<file path="config.mk">
export PLATFORM = sky130hd
export DESIGN_NAME = instruction_fetch
export DESIGN_NICKNAME = d
export VERILOG_FILES = /design/src/rtl/instruction_fetch.sv
export SDC_FILE = /design/constraint.sdc
export NUM_CORES = 1
export LEC_CHECK = 0
export CORE_MARGIN = 3
export CORE_UTILIZATION = 35
export CTS_CLUSTER_DIAMETER = 150
export CTS_CLUSTER_SIZE = 40
export DETAILED_ROUTE_END_ITERATION = 6
export SYNTH_ARGS = -nofsm -noshare
export SYNTH_HDL_FRONTEND = slang
export SYNTH_SLANG_ARGS = --single-unit
</file>
<file path="constraint.sdc">
create_clock -name clock -period 3.6 [get_ports clock]
set_clock_uncertainty 0.1 [all_clocks]
set_input_delay 0.72 -clock clock [delete_from_list [all_inputs] [get_ports clock]]
set_output_delay 0.72 -clock clock [all_outputs]
set_load 0.005 [all_outputs]
</file>
<file path="src/rtl/instruction_fetch.sv">
// rtl/instruction_fetch.sv - non-pipelined instruction fetch engine between the IF PC register and ID
`timescale 1ns/1ps

module instruction_fetch #(
  parameter logic [31:0] NOP_INSTRUCTION = 32'h0000_0000,
  parameter logic        ALIGN_CHECK     = 1'b1
) (
  input  logic        clock,
  input  logic        reset,
  input  logic [5:0]  stall,
  input  logic [31:0] pc,
  input  logic        redirect,
  output logic        stall_request,
  output logic        bus_request,
  output logic [31:0] bus_address,
  input  logic        bus_ready,
  input  logic        bus_read_valid,
  input  logic [31:0] bus_read_data,
  output logic [31:0] instruction,
  output logic [31:0] instruction_pc,
  output logic        instruction_valid,
  output logic        fetch_exception
);

  typedef enum logic [2:0] {
    S_IDLE,
    S_REQUEST,
    S_WAIT_DATA,
    S_HOLD,
    S_DISCARD
  } state_t;

  state_t      r_state, w_state_next;
  logic        r_bus_request, w_bus_request_next;
  logic [31:0] r_bus_address, w_bus_address_next;
  logic [31:0] r_instruction, w_instruction_next;
  logic [31:0] r_instruction_pc, w_instruction_pc_next;
  logic        r_valid, w_valid_next;
  logic        r_exception, w_exception_next;
  logic [31:0] r_hold_data, w_hold_data_next;
  logic        w_stall_request;
  logic        w_id_stall;
  logic        w_misaligned;
  logic        w_unused_stall;

  assign w_id_stall     = stall[1];
  assign w_misaligned   = ALIGN_CHECK && (pc[1:0] != 2'b00);
  assign w_unused_stall = ^{stall[5:2], stall[0]};

  always_ff @(posedge clock or negedge reset) begin
    if (!reset) begin
      r_state          <= S_IDLE;
      r_bus_request    <= 1'b0;
      r_bus_address    <= 32'h0;
      r_instruction    <= NOP_INSTRUCTION;
      r_instruction_pc <= 32'h0;
      r_valid          <= 1'b0;
      r_exception      <= 1'b0;
      r_hold_data      <= 32'h0;
    end else begin
      r_state          <= w_state_next;
      r_bus_request    <= w_bus_request_next;
      r_bus_address    <= w_bus_address_next;
      r_instruction    <= w_instruction_next;
      r_instruction_pc <= w_instruction_pc_next;
      r_valid          <= w_valid_next;
      r_exception      <= w_exception_next;
      r_hold_data      <= w_hold_data_next;
    end
  end

  always_comb begin
    w_state_next          = r_state;
    w_bus_request_next    = r_bus_request;
    w_bus_address_next    = r_bus_address;
    w_instruction_next    = r_instruction;
    w_instruction_pc_next = r_instruction_pc;
    w_valid_next          = r_valid;
    w_exception_next      = r_exception;
    w_hold_data_next      = r_hold_data;
    w_stall_request       = 1'b0;

    // An unstalled ID stage consumes the slot, so a bubble follows unless a delivery overrides it.
    if (!w_id_stall) begin
      w_instruction_next = NOP_INSTRUCTION;
      w_valid_next       = 1'b0;
      w_exception_next   = 1'b0;
    end

    if (redirect) begin
      w_instruction_next = NOP_INSTRUCTION;
      w_valid_next       = 1'b0;
      w_exception_next   = 1'b0;
      w_hold_data_next   = 32'h0;
      case (r_state)
        S_REQUEST: begin
          w_bus_request_next = 1'b0;
          w_state_next       = bus_ready ? S_DISCARD : S_IDLE;
        end
        S_WAIT_DATA, S_DISCARD: w_state_next = bus_read_valid ? S_IDLE : S_DISCARD;
        default:                w_state_next = S_IDLE;
      endcase
    end else begin
      case (r_state)
        S_IDLE: begin
          if (!w_id_stall) begin
            if (w_misaligned) begin
              w_instruction_next    = NOP_INSTRUCTION;
              w_instruction_pc_next = pc;
              w_valid_next          = 1'b1;
              w_exception_next      = 1'b1;
            end else begin
              w_stall_request    = 1'b1;
              w_bus_request_next = 1'b1;
              w_bus_address_next = pc;
              w_state_next       = S_REQUEST;
            end
          end
        end
        S_REQUEST: begin
          w_stall_request = 1'b1;
          if (bus_ready) begin
            w_bus_request_next = 1'b0;
            w_state_next       = S_WAIT_DATA;
          end
        end
        S_WAIT_DATA: begin
          w_stall_request = 1'b1;
          if (bus_read_valid) begin
            if (w_id_stall) begin
              w_hold_data_next = bus_read_data;
              w_state_next     = S_HOLD;
            end else begin
              w_stall_request       = 1'b0;
              w_instruction_next    = bus_read_data;
              w_instruction_pc_next = r_bus_address;
              w_valid_next          = 1'b1;
              w_exception_next      = 1'b0;
              w_state_next          = S_IDLE;
            end
          end
        end
        S_HOLD: begin
          w_stall_request = w_id_stall;
          if (!w_id_stall) begin
            w_instruction_next    = r_hold_data;
            w_instruction_pc_next = r_bus_address;
            w_valid_next          = 1'b1;
            w_exception_next      = 1'b0;
            w_state_next          = S_IDLE;
          end
        end
        S_DISCARD: begin
          w_stall_request = 1'b1;
          if (bus_read_valid) begin
            w_state_next = S_IDLE;
          end
        end
        default: w_state_next = S_IDLE;
      endcase
    end
  end

  assign stall_request     = w_stall_request;
  assign bus_request       = r_bus_request;
  assign bus_address       = r_bus_address;
  assign instruction       = r_instruction;
  assign instruction_pc    = r_instruction_pc;
  assign instruction_valid = r_valid;
  assign fetch_exception   = r_exception;

endmodule

</file>
==> impl_metrics.ini <==
[run_status]
outcome = finished, final reports clean

[floorplanning]
start_util = 0.359
die_w_um = 137
die_height_um = 137
core_area_um2 = 16600
die_area_um2 = 18700
row_count = 47
pin_count = 175

[routing]
antenna_left = 0
drt_iter0_drc = 337
drcViolationCount = 0
vias = 4885
viasPerCell = 5.15
wire_per_inst_um = 17.6
wl_um = 16700
drt_first_pass_iters = 6

[placed_design]
portBuffers = 169
dp_slack_ns = 0.538
place_hpwl_um = 10600
gp_congestion = 0.753
place_inst = 917
dpl_cell_area_um2 = 7870

[final_layout]
mostFrequentLayoutCells = clkdlybuf4s50_1 (166), nand2_1 (164), dfrtp_1 (134)
fin_nets = 791
finalInstanceArea_um2 = 8530
layout_commonest_cell = clkdlybuf4s50_1
antenna-diode-count = 0
layout-drive-gt1-share = 0.156
area_growth_pct = 42.9
instances_no_fill = 949
n_fill_cell = 1425

[clock_network]
cts_buffers = 17
clk_latency_ns = 0.41
cts_tree = done
cts-root-buf = clkbuf_16
cts_max_level = 4
clk_pin_slew_ns = 0.06
cts_sinks = 134
cts.hold.buffers_added = 0
post_cts_buffers = 0
cts_resized = 0
clk_path_buf_depth = 2

[setup_path]
cpMaxStageDelayCell = clkdlybuf4s50_1
crit_required_ns = 2.78
critical_path_buf_inv_count = 2
criticalPathCategory = input port to primary output
path_delay_family = buffers and inverters
endpoint_kind = primary output
cp_max_fo = 4
cp.arrival_ns = 2.24
crit_chain = clkdlybuf4s50_1, nor3_1, nor2_1, nor3_1, clkdlybuf4s50_1
worst_setup_path_start_kind = input port
cpPeakStageDelay_ns = 0.53

[global_routing]
grt_first_pass_wirelength_um = 25900
antenna_found_initial = 0
grt_max_degree = 73
grt_usage = 0.178
overflow = 0
grt_pass1_vias = 4993

[synthesis]
synth_cells = 559
syn_area_per_cell_um2 = 10.7
ys_seq_elements = 134
synthesis.nets = 634
synthesis.area_um2 = 5970
yosysWarnings = 0
synth_cell_type_count = 37
seq_area_frac_synth = 0.562

[power_and_ir_drop]
irDropWorstVdd_v = 0.000370
p_leak_nw = 3.70
powerDensity_nw_per_um2 = 720

[sta]
period_share = 0.849
rsz0062_at_grt = false
tightestPinTransition_ns = 0.740
setup-violations-final = 0
relSlewSlack = 0.507
max_freq_mhz = 327
slew_violations = 0
tns_ns = 0
hold_viol = 0
fin_crit_ns = 3.06
setup_ws_ns = 0.543

[worst_hold_path]
hp-class = input port to asynchronous set/reset pin

[flow_run]
maxCapViolCount = 0
final timing paths:
kind,start,endpoint,slack [ns],cells after the start
worst max-delay path,pc[0],stall_request,0.54,5
worst min-delay path,reset,instruction_pc[26],0.17,1
worst max register to register,r_state[0],instruction_pc[31],1.19,5
worst min register to register,instruction_pc[16],instruction_pc[16],0.41,1
max in group asynchronous,reset,bus_address[21],2.49,2
min in group clock,instruction_pc[16],instruction_pc[16],0.41,1
where the power goes:
group | internal [W] | leakage (nW) | switching (W)
clock | 0.00128 | 0.326 | 0.000645
sequential | 0.00191 | 1.75 | 0.000321
combinational | 0.00127 | 1.62 | 0.000710
sequential cells by signal, indices dropped and copies added, names as in the netlist:
register	cells
bus_address	32
instruction	32
instruction_pc	32
r_hold_data	32
r_state	3
bus_request	1
fetch_exception	1
instruction_valid	1
per-layer routing:
| layer | GRT usage | vias up | share of wire |
|---|---|---|---|
| met5 | 0 | - | 0 |
| met4 | 0.0375 | 0 | 0.0057 |
| met2 | 0.292 | 156 | 0.48 |
| met3 | 0.0746 | 10 | 0.089 |
| li1 | - | 2249 | - |
| met1 | 0.221 | 2470 | 0.42 |
logic make-up after synthesis:
kind of cell              after synthesis  share of synthesized area
buffers and inverters                  45                     0.0348
AOI/OAI and AO/OA                      81                      0.100
muxes                                  64                      0.139
and+or+nand+nor                       234                      0.163
DFF                                   134                      0.562
xor gates and xnor gates                1                    0.00147
synthesized netlist by cell type:
master | n | area share
mux2_4 | 30 | 0.075
o41ai_1 | 1 | 0.0015
a2111oi_0 | 1 | 0.0015
nor2_1 | 40 | 0.025
a21oi_1 | 35 | 0.029
nor2b_1 | 8 | 0.0084
clkbuf_1 | 33 | 0.021
mux2i_1 | 1 | 0.0017
inv_1 | 1 | 0.00063
o32ai_1 | 1 | 0.0015
nor3b_1 | 4 | 0.0050
o31ai_1 | 2 | 0.0025
o311a_1 | 1 | 0.0017
o32a_1 | 1 | 0.0017
buf_6 | 4 | 0.0075
nor3_4 | 1 | 0.0027
a222oi_1 | 32 | 0.054
nand3_1 | 1 | 0.00084
or3_1 | 3 | 0.0031
a31oi_1 | 1 | 0.0010
dfrtp_1 | 134 | 0.56
o21ai_0 | 5 | 0.0042
nand2b_1 | 2 | 0.0021
nor4_1 | 1 | 0.0010
nor3_1 | 4 | 0.0034
and3b_1 | 1 | 0.0015
nand3b_1 | 1 | 0.0013
nor3_2 | 1 | 0.0017
a21bo_2 | 1 | 0.0017
buf_2 | 7 | 0.0059
nand2_1 | 164 | 0.10
mux2_1 | 5 | 0.0094
or2_2 | 1 | 0.0010
and3_1 | 1 | 0.0010
or4_1 | 1 | 0.0013
xnor2_1 | 1 | 0.0015
mux2_2 | 28 | 0.053
worst reg2reg max path: stages, from the launching register on:
cell     delay, ns
dfrtp_1       0.58
nor2b_1       0.29
or4_1         0.48
nor3_4        0.17
buf_12        0.29
mux2_2        0.39
through the flow:
step	power (W)	hold slack, ns	util
finish	0.00614	0.166	0.513
floorplan	0.00313	0.324	-
global placement	0.00419	0.391	0.473
CTS	0.00622	0.171	0.513
global route	0.00647	0.185	0.513
detailed placement	0.00425	0.395	0.473
final cells by class:
type,count,area [um2],area share
Inverter,1,3.75,0.000440
Clock buffer,20,467,0.0547
Sequential cell,134,3350,0.393
Clock inverter,12,199,0.0233
Tap cell,220,275,0.0323
Timing Repair Buffer,182,1810,0.212
Multi-Input combinational cell,380,2430,0.285
(Power assumes the default switching activity.)
